**src/rtl/tff_ctrl_pkg.sv**
```systemverilog
// Shared encodings for the T flip-flop counter controller:
// FSM state values plus direction and mode constants.
package tff_ctrl_pkg;

   typedef enum logic [1:0] {
      IDLE = 2'd0,
      LOAD = 2'd1,
      RUN  = 2'd2,
      DONE = 2'd3
   } state_t;

   localparam logic DIR_UP       = 1'b0;
   localparam logic DIR_DN       = 1'b1;
   localparam logic MODE_ONESHOT = 1'b0;
   localparam logic MODE_RELOAD  = 1'b1;

endpackage

```
**src/rtl/tff_bank.sv**
```systemverilog
// Bank of WIDTH T flip-flops: bit gi flips on the rising edge when t[gi]=1.
// Asynchronous active-low clear to zero.
module tff_bank #(
   parameter int WIDTH = 8
) (
   input  logic             clk,
   input  logic             reset_n,
   input  logic [WIDTH-1:0] t,
   output logic [WIDTH-1:0] q
);

   genvar gi;
   generate
      for (gi = 0; gi < WIDTH; gi++) begin : g_tff
         always_ff @(posedge clk or negedge reset_n) begin
            if (!reset_n) q[gi] <= 1'b0;
            else if (t[gi]) q[gi] <= ~q[gi];
         end
      end
   endgenerate

endmodule

```
**src/rtl/tff_count_ctrl.sv**
```systemverilog
// Sequences a T flip-flop bank as a programmable up/down counter running
// from a captured load value to a terminal value, one-shot or auto-reload.
module tff_count_ctrl
   import tff_ctrl_pkg::*;
#(
   parameter int WIDTH = 8
) (
   input  logic             clk,
   input  logic             reset_n,
   input  logic             start,
   input  logic             stop,
   input  logic             dir,
   input  logic             mode,
   input  logic [WIDTH-1:0] load_val,
   input  logic [WIDTH-1:0] term_val,
   output logic [WIDTH-1:0] count,
   output logic             busy,
   output logic             done,
   output logic             wrap
);

   state_t           state_reg, state_next;
   logic             dir_reg, mode_reg;
   logic [WIDTH-1:0] load_reg, term_reg;
   logic             wrap_reg, wrap_next;
   logic             capture;
   logic [WIDTH-1:0] t;
   logic [WIDTH-1:0] up_tog, dn_tog, step_tog, load_tog;

   // Carry/borrow chains: a bit toggles when every lower bit is 1 (up) or 0 (down).
   assign up_tog[0] = 1'b1;
   assign dn_tog[0] = 1'b1;
   genvar gi;
   generate
      for (gi = 1; gi < WIDTH; gi++) begin : g_chain
         assign up_tog[gi] = up_tog[gi-1] &  count[gi-1];
         assign dn_tog[gi] = dn_tog[gi-1] & ~count[gi-1];
      end
   endgenerate

   assign step_tog = (dir_reg == DIR_DN) ? dn_tog : up_tog;
   assign load_tog = count ^ load_reg;

   always_comb begin
      state_next = state_reg;
      t          = '0;
      wrap_next  = 1'b0;
      capture    = 1'b0;
      case (state_reg)
         IDLE: begin
            if (start && !stop) begin
               state_next = LOAD;
               capture    = 1'b1;
            end
         end
         LOAD: begin
            if (stop) begin
               state_next = IDLE;
            end else begin
               t          = load_tog;
               state_next = RUN;
            end
         end
         RUN: begin
            // stop outranks the terminal match, so no reload or done follows it
            if (stop) begin
               state_next = IDLE;
            end else if (count != term_reg) begin
               t = step_tog;
            end else if (mode_reg == MODE_RELOAD) begin
               t         = load_tog;
               wrap_next = 1'b1;
            end else begin
               state_next = DONE;
            end
         end
         DONE: state_next = IDLE;
         default: state_next = IDLE;
      endcase
   end

   always_ff @(posedge clk or negedge reset_n) begin
      if (!reset_n) begin
         state_reg <= IDLE;
         dir_reg   <= DIR_UP;
         mode_reg  <= MODE_ONESHOT;
         load_reg  <= '0;
         term_reg  <= '0;
         wrap_reg  <= 1'b0;
      end else begin
         state_reg <= state_next;
         wrap_reg  <= wrap_next;
         if (capture) begin
            dir_reg  <= dir;
            mode_reg <= mode;
            load_reg <= load_val;
            term_reg <= term_val;
         end
      end
   end

   tff_bank #(.WIDTH(WIDTH)) u_bank (
      .clk     (clk),
      .reset_n (reset_n),
      .t       (t),
      .q       (count)
   );

   assign busy = (state_reg == LOAD) || (state_reg == RUN);
   assign done = (state_reg == DONE);
   assign wrap = wrap_reg;

endmodule
```
**config.mk**
```make
export PLATFORM = sky130hd
export DESIGN_NAME = tff_count_ctrl
export DESIGN_NICKNAME = d
export VERILOG_FILES = /design/src/rtl/tff_ctrl_pkg.sv /design/src/rtl/tff_bank.sv /design/src/rtl/tff_count_ctrl.sv
export SDC_FILE = /design/constraint.sdc
export NUM_CORES = 1
export LEC_CHECK = 0
export ABC_AREA = 1
export CAP_MARGIN = 10
export CORE_UTILIZATION = 29
export DETAILED_ROUTE_END_ITERATION = 10
export PLACE_DENSITY = 0.57
export SLEW_MARGIN = 10
export SYNTH_ARGS = -nofsm -noshare
export SYNTH_HDL_FRONTEND = slang
export SYNTH_SLANG_ARGS = --single-unit
```
**constraint.sdc**
```tcl
create_clock -name clk -period 1.4 [get_ports clk]
set_input_delay 0.28 -clock clk [delete_from_list [all_inputs] [get_ports clk]]
set_output_delay 0.28 -clock clk [all_outputs]
set_load 0.02 [all_outputs]
```
# Yosys cells after proc, flatten, opt, wreduce, memory -nomap -nowiden
# Cells that the tools add are included.
# W data, S select, Z words.
totals:
  input_bits: 22
  ff_bits: 29
  elab_cells: 65
  out_inout_bits: 11
classes:
  n_eq_ne: 7
  n_bitwise: 21
  reduce_logical: 5
  n_mux: 18
ops:
  columns: ["operator", "count"]
  rows:
  - ["$mux W8", 5]
  - ["$pmux W8 S2", 1]
  - ["$and A1 B1 Y1", 12]
  - ["$mux W2", 5]
  - ["$ne A8 B8 Y1", 1]
  - ["$not A1 Y1", 8]
  - ["$pmux W2 S4", 1]
  - ["$xor A8 B8 Y8", 1]
  - ["$mux W1", 6]
  - ["$ne A3 B3 Y1 const B", 2]
  - ["$eq A2 B2 Y1 const B", 2]
  - ["$reduce_and A3 Y1", 1]
  - ["$eq A2 B1 Y1 const B", 1]
  - ["$logic_not A2 Y1", 1]
  - ["$ne A2 B2 Y1 const B", 1]
  - ["$logic_and A1 B1 Y1", 1]
  - ["$logic_not A1 Y1", 1]
  - ["$logic_or A1 B1 Y1", 1]

# Depth between registers and ports, before layout
depth:
  depth_word: 11
  mapped_depth: 14
  mapped_depth_nobuf: 13

# Cells and area by module
# Synthesis repeated with hierarchy kept, for this count alone.
hier_totals:
  hier_cells: 218
  hier_area_um2: 1756.7
by_module_without_submodules:
  columns: ["mod", "cells_each", "n_inst", "seq_area_each_um2", "area_per_inst_um2"]
  rows:
  - ["tff_count_ctrl", 170, 1, 525.5, 1406.3]
  - ["tff_bank", 48, 1, 200.2, 350.3]

# Least setup slack after synthesis
# OpenSTA, ideal clock, no wires.
synth_path:
  kind: "reg2reg"
  from: "register state_reg[0]"
  to: "register load_reg[1]"
  required_ps: 1275
  path_stages_with_launch: 6
  n_path_buf: 1
  arrival_ps: 1434
  setup_ps: 125
  synth_period_minus_slack_ps: 1558
  slack_ps: -158
  cell_sequence: "dfrtp_1 inv_1 ha_1 nand3_1 buf_2 mux2_2"
synth_via:
  elab_chain_cells: 2
synth_lines:
  columns: ["item", "line_no", "text"]
  rows:
  - ["from (decl)", "tff_count_ctrl.sv:22", "state_t state_reg, state_next;"]
  - ["from (signal assigned)", "tff_count_ctrl.sv:91", "state_reg <= state_next;"]
  - ["$logic_not A2 Y1", "tff_count_ctrl.sv:49", "case (state_reg)"]
  - ["$mux W1", "tff_count_ctrl.sv:49", null]
  - ["to (signal assigned)", "tff_count_ctrl.sv:96", "load_reg <= load_val;"]
  - ["to (decl)", "tff_count_ctrl.sv:24", "logic [WIDTH-1:0] load_reg, term_reg;"]
# Every way passes these cells.
# A chain may end at the register's enable or synchronous reset.

# Worst setup path in the final report
layout_path:
  from: "register state_reg[0]"
  to: "register u_bank.q[0]"
layout_via:
  elab_chain_cells: 2
  word_cells_on_any_way: 3
  cone_classes: "2 x eq/ne; 1 x mux"
layout_lines:
  columns: ["item", "line_no", "text"]
  rows:
  - ["$eq A2 B2 Y1 or $eq A2 B1 Y1 (tied branches)", "tff_count_ctrl.sv:49", null]
  - ["$pmux W8 S2 *", "tff_count_ctrl.sv:49", null]
  - ["to (signal, indexed assignment)", "tff_bank.sv:17", "else if (t[gi]) q[gi] <= ~q[gi];"]
  - ["to (decl)", "tff_bank.sv:9", "output logic [WIDTH-1:0] q"]
# Every way passes the cells marked *; elsewhere a longest branch is shown, timed or not.

==> results_dict.tcl <==
set metrics [dict create \
    tightest_slew_ns 0.254 \
    synth_warnings 0 \
    synth_mux_area_share_pct 7.31 \
    viasPerCell 4.47 \
    violations "negative setup slack" \
    start_kind "flip-flop" \
    synth_top_family_by_area "simple AND/OR/NAND/NOR gates" \
    hold_viol_final 0 \
    syn_area_um2 1700 \
    antenna_cells 0 \
    yosys-top-cells-area "dfrtp_1 (43%), nand2_1 (15%), mux2_2 (7.3%)" \
    syn_avg_cell_area_um2 8.03 \
    grt_pass1_vias 1576 \
    cts_tree "yes" \
    antenna_found_initial 0 \
    rows 27 \
    crit_fanout 2 \
    setup_slack_ns -0.130 \
    firstDrtPassIters 4 \
    cp.required_ns 1.57 \
    peakVddDrop_uv 977 \
    place_area_um2 2400 \
    p_leak_nw 1.33 \
    setup-tns-final_ns -0.971 \
    synthSimpleGateAreaFrac_pct 28.4 \
    timing.hold.ws_ns 0.359 \
    htreeDepth 2 \
    gp_congestion 0.867 \
    synth_top_area_share_pct 42.8 \
    cap_violations 0 \
    wirelength_um 4400 \
    hp-class "in -> async" \
    worst-setup-path-type "reg -> reg" \
    core-area_um2 5570 \
    setup_viol 10 \
    seq_area_frac_synth_pct 42.8 \
    clkLatencyLatePin_ns 0.29 \
    final_common_cell "nand2_1" \
    die-area_um2 6160 \
    min_period_over_period_pct 109 \
    rsz0062_at_grt "true" \
    fp.dieH_um 78.5 \
    portBuffers 32 \
    final_area_um2 2700 \
    end_kind "flip-flop" \
    track_usage_pct 15.4 \
    pwr_density_cell_nw_per_um2 2140 \
    synthAdderAreaFrac_pct 2.95 \
    holdBufCountCts 0 \
    grt_pass1_wl_um 7310 \
    clkTransAtPathRegs_ns 0.07 \
    pin_count 33 \
    synth_fp_nets 237 \
    start_util_pct 30.4 \
    worst_path_max_delay_cell "dfrtp_1" \
    synth_cells 211 \
    nets 320 \
    cpLargestDelayFamily "flip-flops" \
    vias 1641 \
    clock-sinks 29 \
    grt.overflow.total 0 \
    synth_top_area_cell "dfrtp_1" \
    path_cells "inv_2, buf_6, ha_4, nand2_4, nor2_4, buf_6, buf_4, o21ai_1, nand2_1, nand2_1, xor2_1" \
    ys_types 25 \
    final_cell_mix "nand2_1 (59), buf_4 (41), dfrtp_1 (22)" \
    synth_compound_area_share_pct 5.76 \
    chipWidth_um 78.5 \
    cts_root_buffer "clkbuf_8" \
    syn_to_final_growth_pct 59.1 \
    period_minus_slack_ns 1.53 \
    wire_per_inst_um 12.0 \
    synthXorXnorAreaFrac_pct 6.20 \
    max_stage_delay_ns 0.39 \
    ant_nets 0 \
    finalMaxSlewViolations 0 \
    drt_iter0_drc 53 \
    grt_max_degree 30 \
    status "complete, but fails checks" \
    drive_gt1_share_pct 40.3 \
    crit_buf_inv 4 \
    clockBufferDepth 2 \
    hpwlAfterDp_um 2930 \
    finClkSkew_ns 0.00731 \
    ys_ff_latch 29 \
    fmax_ghz 0.654 \
    drc_errors 0 \
    cp.arrival_ns 1.70 \
    slew_headroom_pct 82.9 \
    numCtsBuffers 5 \
]
[cell usage after synthesis]
library cell / count
buf_4: 1
inv_2: 2
nor2_2: 2
ha_1: 4
inv_1: 19
xnor2_1: 9
a21oi_1: 9
o211ai_1: 1
xor2_1: 3
mux2_2: 11
nand2_4: 2
clkbuf_1: 1
nor2_1: 14
o21ai_0: 6
nand3b_1: 1
or2_1: 1
or2_2: 5
nand3_1: 17
o31ai_1: 1
o21bai_1: 1
dfrtp_1: 29
nand2_1: 67
buf_6: 1
nand4_1: 2
buf_2: 2
[where the power goes]
part,internal [mW],leakage (nW),switching [mW],total (mW)
registers,1.26,0.335,0.306,1.57
clock network,0.342,0.0439,0.350,0.693
logic,1.73,0.951,1.78,3.51
[cell type report]
cell class                      count  area, um2
Clock buffer                        5       68.8
Clock inverter                      3       17.5
Fill cell                         568       2880
Inverter                           21       83.8
Multi-Input combinational cell    158        997
Sequential cell                    29        734
Tap cell                           72       90.1
Timing Repair Buffer               79        706
[per-layer routing]
metal  part of all wire [%]  track usage [%]  vias to the layer above  wire length, um
met4                    1.9             5.74                        0               82
met5                      0                0                        -                0
met1                     45             19.4                      758             1980
met3                    4.3             3.60                        8              189
li1                       -                -                      839                -
met2                     49             25.4                       36             2150
[worst register-to-register path, cell delays in order (launching register included)]
cell and delay [ns]:
dfrtp_1 0.39, inv_2 0.07, buf_6 0.10, ha_4 0.13, nand2_4 0.06, nor2_4 0.12
buf_6 0.12, buf_4 0.09, o21ai_1 0.05, nand2_1 0.06, nand2_1 0.05, xor2_1 0.16
[final timing paths]
kind | to | from | slack [ns] | cells past startpoint
max reg2reg | u_bank.q[0] | state_reg[0] | -0.13 | 11
min in group clk | term_reg[2] | term_reg[2] | 0.53 | 1
max | u_bank.q[0] | state_reg[0] | -0.13 | 11
min reg2reg | term_reg[2] | term_reg[2] | 0.53 | 1
min | state_reg[1] | reset_n | 0.36 | 2
max in group asynchronous | u_bank.q[0] | reset_n | 0.85 | 2
[cells by family (layout without fill, tap and decap cells)]
| group | after synthesis | after routing |
|---|---|---|
| AO/OA/AOI/OAI | 18 | 18 |
| XOR/XNOR | 12 | 12 |
| adder cells (fa/ha/maj) | 4 | 4 |
| buffers and inverters | 26 | 108 |
| flip-flops | 29 | 29 |
| multiplexers | 11 | 11 |
| AND/OR/NAND/NOR | 111 | 113 |
[through the flow]
stage / setup WS [ns] / power, mW / instances / utilization, %
2_1_floorplan: -0.0848 / 3.37 / 211 / -
3_3_place_gp: -0.261 / 4.67 / 349 / 43.1
3_5_place_dp: -0.294 / 4.72 / 349 / 43.1
4_1_cts: -0.204 / 5.68 / 362 / 47.1
5_1_grt: -0.255 / 6.26 / 367 / 48.4
6_report: -0.130 / 5.78 / 367 / 48.4
[what timing repair did]
item | 4_1_cts | 5_1_grt
pin swaps | 20 | 20
endpoints found under the hold margin | 0 | 0
gates resized for setup | 62 | 18
gates cloned | 2 | 1
setup endpoints to repair | 21 | 29
buffers inserted | 3 | 5
(Power assumes the default switching activity.)
